**config.mk**
```make
export PLATFORM = sky130hd
export DESIGN_NAME = gf8_inv_arbiter
export DESIGN_NICKNAME = d
export VERILOG_FILES = /design/src/rtl/gf8_pkg.sv /design/src/rtl/invert8.sv /design/src/rtl/gf8_inv_arbiter.sv
export SDC_FILE = /design/constraint.sdc
export NUM_CORES = 1
export LEC_CHECK = 0
export CAP_MARGIN = 25
export CORE_UTILIZATION = 39
export CTS_CLUSTER_DIAMETER = 150
export DETAILED_ROUTE_END_ITERATION = 10
export PLACE_DENSITY = 0.54
export RECOVER_POWER = 25
export SYNTH_ARGS = -nofsm -noshare
export SYNTH_HDL_FRONTEND = slang
export SYNTH_SLANG_ARGS = --single-unit
```
**constraint.sdc**
```tcl
create_clock -name clk -period 40 [get_ports clk]
set_input_delay 10 -clock clk [delete_from_list [all_inputs] [get_ports clk]]
set_output_delay 10 -clock clk [all_outputs]
set_load 0.01 [all_outputs]
```
**src/rtl/gf8_pkg.sv**
```systemverilog
// gf8_pkg
//   Shared definitions for the GF(2^8) inverter arbiter.
//   GF8_W    : field element width (8)
//   gf8_t    : one field element
//   state_e  : result-register state (IDLE = empty, FULL = holding a result)
//   gf8_mul  : multiply in GF(2^8) modulo the AES polynomial x^8+x^4+x^3+x+1
package gf8_pkg;

  localparam int GF8_W = 8;

  typedef logic [GF8_W-1:0] gf8_t;

  typedef enum logic {
    IDLE = 1'b0,
    FULL = 1'b1
  } state_e;

  // Shift-and-add multiply; the 0x1B fold reduces x^8 back into the field.
  function automatic gf8_t gf8_mul(input gf8_t a, input gf8_t b);
    gf8_t p;
    gf8_t aa;
    p  = '0;
    aa = a;
    for (int i = 0; i < GF8_W; i++) begin
      if (b[i]) p = p ^ aa;
      aa = {aa[GF8_W-2:0], 1'b0} ^ (aa[GF8_W-1] ? 8'h1B : 8'h00);
    end
    return p;
  endfunction

endpackage

```
**src/rtl/invert8.sv**
```systemverilog
// invert8
//   Purely combinational GF(2^8) multiplicative inverse, AES polynomial 0x11B.
//   a : operand
//   y : inverse of a; a = 0x00 yields 0x00
module invert8
  import gf8_pkg::*;
(
  input  gf8_t a,
  output gf8_t y
);

  // a^-1 = a^254 in GF(2^8). Each step r <- r^2 * a walks the exponent
  // 1 -> 3 -> 7 -> 15 -> 31 -> 63 -> 127; a final squaring gives 254.
  // 0^254 = 0, so the zero operand needs no special case.
  always_comb begin
    gf8_t r;
    r = a;
    for (int i = 0; i < 6; i++) begin
      r = gf8_mul(gf8_mul(r, r), a);
    end
    y = gf8_mul(r, r);
  end

endmodule

```
**src/rtl/gf8_inv_arbiter.sv**
```systemverilog
// gf8_inv_arbiter
//   N_REQ requesters share one GF(2^8) inverter through a round-robin arbiter
//   and a single result register.
//
//   clk        : clock, all state on rising edge
//   rst        : synchronous active-high reset
//   req_valid  : per-requester operand present
//   req_data   : operand i in bits [8i+7:8i]
//   req_ready  : one-hot grant (or zero), combinational
//   rsp_valid  : result register holds a valid inverse
//   rsp_data   : inverse of the accepted operand
//   rsp_id     : index of the requester that supplied it
//   rsp_ready  : consumer accepts the result
//   dbg_state  : current result-register state
//
// Handshake: a transfer happens on a rising edge where valid and ready are
// both high. A requester keeps req_valid and its operand stable until it sees
// req_ready; the block never latches an ungranted operand. rsp_valid, rsp_data
// and rsp_id stay stable while rsp_valid is high and rsp_ready is low.
module gf8_inv_arbiter
  import gf8_pkg::*;
#(
  parameter int N_REQ = 4,
  parameter int ID_W  = (N_REQ > 1) ? $clog2(N_REQ) : 1
) (
  input  logic                   clk,
  input  logic                   rst,
  input  logic [N_REQ-1:0]       req_valid,
  input  logic [GF8_W*N_REQ-1:0] req_data,
  output logic [N_REQ-1:0]       req_ready,
  output logic                   rsp_valid,
  output gf8_t                   rsp_data,
  output logic [ID_W-1:0]        rsp_id,
  input  logic                   rsp_ready,
  output state_e                 dbg_state
);

  state_e          state_q,      state_d;
  logic            rsp_valid_q,  rsp_valid_d;
  gf8_t            rsp_data_q,   rsp_data_d;
  logic [ID_W-1:0] rsp_id_q,     rsp_id_d;
  logic [ID_W-1:0] last_grant_q, last_grant_d;

  logic            slot_free;
  logic            grant_found;
  logic            grant_en;
  logic [ID_W-1:0] grant_idx;
  gf8_t            operand;
  gf8_t            inv_out;

  // The result slot is free when empty, or when the held result leaves on
  // this very edge (drain and refill in the same cycle).
  assign slot_free = (state_q == IDLE) || ((state_q == FULL) && rsp_ready);

  // Round-robin search starting one past the last grant. The sum is at most
  // 2*N_REQ-1, so one conditional subtraction performs the modulo.
  always_comb begin
    logic [ID_W:0]   sum;
    logic [ID_W-1:0] cand;
    grant_found = 1'b0;
    grant_idx   = '0;
    for (int k = 1; k <= N_REQ; k++) begin
      sum = {1'b0, last_grant_q} + (ID_W+1)'(k);
      if (sum >= (ID_W+1)'(N_REQ)) sum = sum - (ID_W+1)'(N_REQ);
      cand = sum[ID_W-1:0];
      if (!grant_found && req_valid[cand]) begin
        grant_found = 1'b1;
        grant_idx   = cand;
      end
    end
  end

  assign grant_en = grant_found && slot_free && !rst;

  // Operand mux and one-hot ready, unrolled so every select is constant.
  always_comb begin
    operand   = '0;
    req_ready = '0;
    for (int i = 0; i < N_REQ; i++) begin
      if (grant_idx == ID_W'(i)) begin
        operand      = req_data[i*GF8_W +: GF8_W];
        req_ready[i] = grant_en;
      end
    end
  end

  invert8 u_invert8 (
    .a (operand),
    .y (inv_out)
  );

  always_comb begin
    state_d      = state_q;
    rsp_valid_d  = rsp_valid_q;
    rsp_data_d   = rsp_data_q;
    rsp_id_d     = rsp_id_q;
    last_grant_d = last_grant_q;
    if (grant_en) begin
      state_d      = FULL;
      rsp_valid_d  = 1'b1;
      rsp_data_d   = inv_out;
      rsp_id_d     = grant_idx;
      last_grant_d = grant_idx;
    end else if ((state_q == FULL) && rsp_ready) begin
      state_d     = IDLE;
      rsp_valid_d = 1'b0;
    end
  end

  // last_grant resets to N_REQ-1 so requester 0 is searched first.
  always_ff @(posedge clk) begin
    if (rst) begin
      state_q      <= IDLE;
      rsp_valid_q  <= 1'b0;
      rsp_data_q   <= '0;
      rsp_id_q     <= '0;
      last_grant_q <= ID_W'(N_REQ - 1);
    end else begin
      state_q      <= state_d;
      rsp_valid_q  <= rsp_valid_d;
      rsp_data_q   <= rsp_data_d;
      rsp_id_q     <= rsp_id_d;
      last_grant_q <= last_grant_d;
    end
  end

  assign rsp_valid = rsp_valid_q;
  assign rsp_data  = rsp_data_q;
  assign rsp_id    = rsp_id_q;
  assign dbg_state = state_q;

endmodule

```
# Yosys cells after proc, flatten, opt, wreduce, memory -nomap -nowiden
# Index checks and enable logic that the tools add are counted.
[totals]
ff_bits = 13
elab_cells = 444
[op_classes]
n_lt_le_gt_ge = 8
bitwise = 183
n_eq_ne = 3
add_sub_neg = 8
n_reduce_logical = 13
mux = 225
[op_table]
columns = ["cell", "n"]
rows = [
  ["XOR 8 bit", 182],
  ["two-way mux 8 bit", 108],
  ["two-way mux 5 bit", 91],
  ["two-way mux 2 bit", 8],
  ["two-way mux 1 bit", 14],
  [">= comparator 3 bit, second input constant", 4],
  ["less-than comparator 2 x 3 -> 1 bit, second input constant", 4],
  ["binary-select mux 1 bit (select 2 bit)", 4],
  ["subtractor 2 x 1 -> 2 bit, second input constant", 4],
  ["adder 2 x 2 -> 3 bit, second input constant", 2],
  ["logical AND 1 bit", 6],
  ["equality test 2 bit, second input constant", 2],
  ["zero test 1 bit", 4],
  ["adder 2 x 1 -> 3 bit, second input constant", 1],
  ["adder 2 x 3 -> 3 bit, second input constant", 1],
  ["equality test 2 x 1 -> 1 bit, second input constant", 1],
  ["zero test 2 bit", 1],
  ["nonzero test 2 bit", 1],
  ["logical OR 1 bit", 1],
  ["inverter 1 bit", 1],
]

# Depth between registers and ports, before layout
# Gate-level depths: netlist of the first run.
[logic_depth]
depth_word = 228
depth_mapped = 100
ltp_nobuf = 84

# Cells and area by module
# A second synthesis of the first run with hierarchy kept.
[hier_totals]
cells_unflattened = 1813
hier_area_um2 = 15003.1
[by_module_without_submodules]
columns = ["mod", "seq_area_each_um2", "instances", "area_each_um2", "cells_per_inst"]
rows = [
  ["invert8", 0.0, 1, 14203.6, 1728],
  ["gf8_inv_arbiter", 260.2, 1, 799.5, 85],
]

# Least setup slack after synthesis of the first run
# Ideal clock, no wire load.
[synth_path]
kind = "input to register"
startpoint = "input req_valid[1]"
endpoint = "register rsp_data_q[5], in the netlist rsp_data[5]"
slack_ns = 6.304
setup_time_ns = 0.074
path_stages = 93
t_required_ns = 39.926
arrival_ns = 33.622
path_cell_list = "or2_1 > a311oi_1 > a211o_1 > nand2_2 > inv_2 > buf_2 > clkbuf_1 > buf_4 > clkbuf_1 > buf_4 > clkbuf_1 > ha_1 > buf_1 > a2111oi_2 > nor2_1 > a31oi_1 > xor2_1 > xnor2_1 > (+57 left out) > xor3_1 > xor3_1 > mux2i_1 > xnor3_1 > xnor3_1 > clkbuf_1 > xor2_1 > nor2_1 > xnor3_1 > xnor2_1 > xnor3_1 > xnor2_1 > ha_1 > xnor2_1 > xnor2_1 > nand2_1 > xor2_1 > o21ai_0"
[synth_between]
elab_chain_len = 218
elab_cells_between_ends = 408
cone_classes = "3 x eq/ne; 214 x mux; 182 x bitwise; 9 x reduce/logical"
[synth_lines]
columns = ["item", "line", "rtl"]
rows = [
  ["start, declared", "gf8_inv_arbiter.sv:28", "input logic [N_REQ-1:0] req_valid,"],
  ["binary-select mux 1 bit (select 2 bit)", "gf8_inv_arbiter.sv:66", "if (!grant_found && req_valid[cand]) begin"],
  ["two-way mux 1 bit (not written as such)", "gf8_inv_arbiter.sv:66", ""],
  ["two-way mux 1 bit", "gf8_inv_arbiter.sv:66", ""],
  ["zero test 1 bit", "gf8_inv_arbiter.sv:66", ""],
  ["logical AND 1 bit", "gf8_inv_arbiter.sv:66", ""],
  ["two-way mux 1 bit", "gf8_inv_arbiter.sv:66", ""],
  ["zero test 1 bit", "gf8_inv_arbiter.sv:66", ""],
  ["logical AND 1 bit", "gf8_inv_arbiter.sv:66", ""],
  ["(+202 left out)", "-", ""],
  ["XOR 8 bit", "gf8_pkg.sv:25", "if (b[i]) p = p ^ aa;"],
  ["two-way mux 8 bit", "gf8_pkg.sv:25", ""],
  ["XOR 8 bit", "gf8_pkg.sv:25", ""],
  ["two-way mux 8 bit", "gf8_pkg.sv:25", ""],
  ["XOR 8 bit", "gf8_pkg.sv:25", ""],
  ["two-way mux 8 bit", "gf8_pkg.sv:25", ""],
  ["XOR 8 bit", "gf8_pkg.sv:25", ""],
  ["two-way mux 8 bit", "gf8_pkg.sv:25", ""],
  ["end signal, assigned", "gf8_inv_arbiter.sv:121", "rsp_data_q <= rsp_data_d;"],
  ["end, declared", "gf8_inv_arbiter.sv:40", "gf8_t rsp_data_q, rsp_data_d;"],
]
# Parallel ways exist; a longest one is shown, timed or not. The select of a mux whose other input is x is not followed.
# A chain may end at the register's enable or synchronous reset.

# Worst setup path in the final report of the first run
# Ends and elaborated chain as after synthesis.

==> summary.txt, run 1 <==
Layout
  • Fin area: 16300 um2
  • Layout area overhead: 5.25%
  • # nets final: 1929
  • Layout cells sized above 1: 8.29%
  • Diodes inserted: 0

Floorplanning
  • Area of the die: 40500 um2
  • Die X: 201 um
  • Die height: 201 um
  • Rows: 72
  • I/O Pins: 55
  • Core box area: 38900 um2
  • Starting Density: 39.8%

Worst setup path
  • Most common cell on crit path: xnor3_1
  • Crit path kind: input pin to register
  • Worst path slowest cell: xnor2_1
  • Peak fanout along the critical path: 37
  • Endpoint class of the critical path: register
  • Crit path required time: 40.17 ns
  • Max incr delay on CP: 0.85 ns
  • CP arrival: 36.94 ns
  • Crit path max-delay family: XOR/XNOR gates
  • Worst path bufs/invs: 8
  • Worst Setup Start Kind: input pin

Route
  • DRC violations left: 0
  • Drt pass-1 iters: 7
  • Routed wire length: 50900 um
  • Via density: 5.88
  • Drt initial violations: 1456
  • Antenna-violating nets left: 0
  • Drt wl/cell: 21.2 um
  • Via count: 14100

Clock network
  • Setup Fix Bufs, Post-CTS: 0
  • Num CTS Buffers: 3
  • Clock Path Buffers: 2
  • CTS-repair resized insts: 0
  • CTS tree: yes
  • Root Driver: clkbuf_16
  • Worst-path clk slew: 0.04 ns
  • Hold-fix buffer count after cts: 0
  • H-tree depth: 1
  • Clock Latency Late Sink: 0.24 ns
  • CTS Sinks: 13

Synth
  • Post-synth EDFFs: 0
  • Synthesized area per cell: 8.03 um2
  • Syn Inst Count: 1927
  • Total nets after synthesis: 1973
  • Asr flop ratio synth: 0%
  • Most used DFF post-synth: dfxtp_1
  • Unique masters post-synth: 97
  • Register area share after synthesis: 1.68%
  • YS warnings: 0
  • Yosys reg bits: 13
  • Mapped cell area: 15500 um2

Timing
  • Worst slew pin tran: 1.06 ns
  • Setup TNS Final: 0 ns
  • RSZ-0062 raised after global routing: false
  • Final period util: 91.9%
  • Post-layout min period: 36.77 ns
  • Slew Viols, Final: 0
  • Slew margin rel.: 28.9%
  • Final Hold Vio Count: 0
  • Fmax: 27.2 MHz
  • # setup viols final: 0
  • Clock Skews: 0.00135 ns

Global routing
  • First-pass GRT wire length: 79200 um
  • Initial antenna violation count: 1
  • Pin count of the biggest net entering global routing: 56
  • Congestion Overflow GR: 0
  • Vias in the first global route: 13500
  • Overall Global Routing Usage: 24.4%

Place
  • Port Buffers: 54
  • DP Area: 16200 um2
  • Hpwl dp: 36400 um
  • RD Place Congestion: 0.917

Run status
  • Status: completed

Run
  • MaxCap Viol Count: 0

Worst hold path
  • Hold WC Path Type: register to register
[cells in the final DEF, fill, tap and decap left out, types with 29 or more instances in the layout]
master           Yosys  final
clkdlybuf4s50_1      0     48
mux2i_1             43     43
xnor2_1            301    301
nor2_1             223    223
buf_4               29     29
xor2_1             113    113
inv_1               42     42
a21oi_1             63     63
nand3_1             66     66
nor3_1              49     49
nand2_1            231    231
xnor3_1            106    106
o21ai_0             41     41
[registers in the layout, summed over array words and instances (netlist names)]
register and flops:
last_grant_q 2, rsp_data 8, rsp_id 2, rsp_valid 1
[routing by layer]
layer | GRT usage, % | share of wire (%) | vias to the layer above
met5 | 0 | 0 | -
li1 | - | - | 6681
met3 | 2.27 | 6.2 | 61
met2 | 42.4 | 49 | 517
met1 | 33.1 | 44 | 6847
met4 | 4.60 | 1.5 | 0
[worst register-to-register path: cells and delay by family, from the launching register on]
family	cells	cell delay, ns
and+or+nand+nor	11	2.29
adders and majority gates	6	2.71
muxes	2	0.86
xor gates and xnor gates	38	14.64
buffers and inverters	7	2.18
AOI/OAI and AO/OA	13	3.78
DFF	1	0.37
[logic make-up after synthesis]
family	count (synthesis)	share of synthesized area, %
and+or+nand+nor	687	19.8
xor gates and xnor gates	599	49.0
AOI/OAI and AO/OA	369	17.5
buffers and inverters	183	5.73
muxes	69	5.65
DFF	13	1.68
adders and majority gates	7	0.566
[synthesized netlist by cell type, types with 14 or more instances]
master	instances	area share [%]
a211oi_1	23	1.1
xor3_1	15	2.3
clkbuf_1	53	1.3
inv_1	42	1.0
xor2_1	113	6.4
o21ai_1	20	0.65
nand3_1	66	2.1
buf_4	29	1.4
nor3_1	49	1.6
nor2_1	223	5.4
xnor3_1	106	15
xor2_2	17	1.8
and3_1	14	0.57
o21ai_0	41	1.3
mux2i_1	43	2.8
xnor2_1	301	17
a21oi_1	63	2.0
o211ai_1	20	0.97
nand2_1	231	5.6
o22ai_1	19	0.77
xnor2_2	27	2.8
buf_2	35	1.1
and2_1	20	0.81
[final cells by class]
class / instances / area [um2]
Clock buffer: 4 / 78.8
Multi-Input combinational cell: 1731 / 14300
Tap cell: 518 / 648
Timing Repair Buffer: 84 / 783
Inverter: 50 / 188
Fill cell: 3926 / 22600
Sequential cell: 13 / 260
[final timing paths]
path	start	end	slack (ns)	depth (start not counted)
hold / removal	rsp_id[1]	rsp_id[1]	0.46	2
setup reg to reg	last_grant_q[1]	rsp_data[5]	13.13	77
setup / recovery	req_valid[1]	rsp_data[5]	3.23	78
hold reg to reg	rsp_id[1]	rsp_id[1]	0.46	2
[per-stage QoR]
| step | setup slack (ns) | utilization (%) | hold WS, ns | cells |
|---|---|---|---|---|
| global route | 1.54 | 41.8 | 0.488 | 2400 |
| detailed placement | 3.35 | 41.6 | 0.457 | 2395 |
| CTS | 3.49 | 41.8 | 0.462 | 2399 |
| finish | 3.23 | 41.8 | 0.457 | 2400 |
| global placement | 3.97 | 41.6 | 0.446 | 2395 |
| floorplan | 6.30 | - | 0.481 | 1927 |
Power of run 1 is left out: the tool's default activity adds up to more than one toggle a clock period on the data nets, which glitch-free logic cannot reach.
==> run 2, diff against run 1 <==
--- a/config.mk
+++ b/config.mk
@@ -11,6 +11,7 @@
 export DETAILED_ROUTE_END_ITERATION = 10
 export PLACE_DENSITY = 0.54
 export RECOVER_POWER = 25
+export REMOVE_ABC_BUFFERS = 1
 export SYNTH_ARGS = -nofsm -noshare
 export SYNTH_HDL_FRONTEND = slang
 export SYNTH_SLANG_ARGS = --single-unit
==> summary.txt, run 2 (synthesis results as in run 1) <==
Route
  • Via density: 5.89 (was 5.88)
  • Drt pass-1 iters: 7 (unchanged)
  • Routed wire length: 51000 um (was 50900 um)
  • DRC violations left: 0 (unchanged)
  • Via count: 14100 (about the same)
  • Drt initial violations: 1339 (was 1456)
  • Antenna-violating nets left: 0 (unchanged)
  • Drt wl/cell: 21.2 um (about the same)

Global routing
  • Pin count of the biggest net entering global routing: 56 (unchanged)
  • Overall Global Routing Usage: 24.7% (was 24.4%)
  • Initial antenna violation count: 0 (was 1)
  • Vias in the first global route: 13700 (was 13500)
  • First-pass GRT wire length: 80200 um (was 79200 um)
  • Congestion Overflow GR: 0 (unchanged)

Clock network
  • Clock Latency Late Sink: 0.24 ns (about the same)
  • Setup Fix Bufs, Post-CTS: 0 (unchanged)
  • Clock Path Buffers: 2 (unchanged)
  • Hold-fix buffer count after cts: 0 (unchanged)
  • H-tree depth: 1 (unchanged)
  • Root Driver: clkbuf_16 (unchanged)
  • CTS Sinks: 13 (unchanged)
  • Worst-path clk slew: 0.05 ns (was 0.04 ns)
  • CTS-repair resized insts: 0 (unchanged)
  • Num CTS Buffers: 3 (unchanged)
  • CTS tree: yes (unchanged)

Timing
  • Final Hold Vio Count: 0 (unchanged)
  • RSZ-0062 raised after global routing: false (unchanged)
  • PnR worst setup slack: 3.49 ns (was 3.23 ns)
  • Clock Skews: 0.00121 ns (was 0.00135 ns)
  • Worst slew pin tran: 1.15 ns (was 1.06 ns)
  • Slew Viols, Final: 0 (unchanged)
  • Fmax: 27.4 MHz (was 27.2 MHz)
  • Final period util: 91.3% (was 91.9%)
  • Slew margin rel.: 23.1% (was 28.9%)
  • Setup TNS Final: 0 ns (unchanged)
  • Post-layout min period: 36.51 ns (was 36.77 ns)
  • # setup viols final: 0 (unchanged)

Worst hold path
  • Hold Path Origin: rsp_id[1] (unchanged)
  • Hold WC Path Type: register to register (unchanged)
  • WHS Path Cells: 2 (unchanged)
  • Hold endpoint: rsp_id[1] (unchanged)

Worst setup path
  • Crit path required time: 40.10 ns (was 40.17 ns)
  • Peak fanout along the critical path: 45 (was 37)
  • CP arrival: 36.61 ns (was 36.94 ns)
  • Endpoint class of the critical path: register (unchanged)
  • Crit path kind: input pin to register (unchanged)
  • Max incr delay on CP: 0.82 ns (was 0.85 ns)
  • RR Startpoint: last_grant_q[1] (unchanged)
  • Worst Setup Start Kind: input pin (unchanged)
  • Most common cell on crit path: xnor2_1 (was xnor3_1)
  • Worst path slowest cell: xnor3_1 (was xnor2_1)
  • Reg-to-reg endpoint: rsp_data[2] (was rsp_data[5])
  • Worst reg2reg setup slack: 13.45 ns (was 13.13 ns)
  • R2R depth: 77 (unchanged)

Floorplanning
  • Rows: 72 (unchanged)
  • Core box area: 38900 um2 (unchanged)
  • Die height: 201 um (unchanged)
  • Die X: 201 um (unchanged)
  • Starting Density: 39.8% (unchanged)
  • Area of the die: 40500 um2 (unchanged)
  • I/O Pins: 55 (unchanged)

Layout
  • Storage element area: 260 um2 (unchanged)
  • Area of the multi-input gates: 14300 um2 (unchanged)
  • Diodes inserted: 0 (unchanged)
  • Layout cells sized above 1: 8.49% (was 8.29%)
  • Fillers: 3945 (was 3926)
  • Max FFs per register: 8 (unchanged)
  • Commonest cells after routing, fill and taps aside: xnor2_1, nand2_1, nor2_1 (unchanged)
  • Commonest non-fill, non-tap cell in the layout: xnor2_1 (unchanged)
  • Layout area overhead: 5.29% (was 5.25%)
  • # nets final: 1932 (was 1929)

Run status
  • Status: completed (unchanged)

Place
  • Port Buffers: 54 (unchanged)
  • RD Place Congestion: 0.906 (was 0.917)
  • Pre-CTS setup slack: 3.43 ns (was 3.35 ns)
  • Hpwl dp: 36600 um (was 36400 um)

Run
  • MaxCap Viol Count: 0 (unchanged)
[run 2: cell count changes in the layout (fill, tap and decap cells not counted), sizes merged]
cell,delta
buf,+4
clkbuf,-2
clkinv,+1
[run 2: stage by stage]
step	util, %	std cells	cell area [um2]	hold slack [ns]
floorplan	-	1794	14800	0.474
CTS	41.8	2402	16300	0.467
detailed placement	41.6	2398	16200	0.459
global route	41.9	2403	16300	0.488
global placement	41.6	2398	16200	0.449
finish	41.9	2403	16300	0.458
[run 2: how the worst max path moves through the flow]
stage | slack, ns | endpoint | startpoint
global route | 1.84 | rsp_data[2] | req_valid[1]
global placement | 4.02 | rsp_data[5] | req_valid[1]
CTS | 3.58 | rsp_data[5] | req_valid[1]
floorplan | 4.62 | rsp_data[5] | req_valid[1]
detailed placement | 3.43 | rsp_data[5] | req_valid[1]
finish | 3.49 | rsp_data[2] | req_valid[1]
[run 2: cell type report]
type / count / share of cell area, %
Clock buffer: 3 / 0.461
Clock inverter: 1 / 0.0307
Inverter: 50 / 1.15
Multi-Input combinational cell: 1731 / 87.9
Sequential cell: 13 / 1.60
Tap cell: 518 / 3.98
Timing Repair Buffer: 87 / 4.84
[run 2: critical path, delay by kind of cell]
family	cells	cell delay [ns]
compound gates	15	4.17
buf+inv	7	2.07
xor+xnor	36	14.24
mux	2	0.64
simple gates	12	2.17
fa+ha+maj	7	3.21
[run 2: layer usage]
metal | global-route usage, % | part of all wire [%]
met2 | 42.3 | 48
met3 | 2.74 | 6.1
met1 | 33.2 | 44
met5 | 0 | 0
met4 | 5.79 | 2.4
Power of run 2 is left out for the same reason.
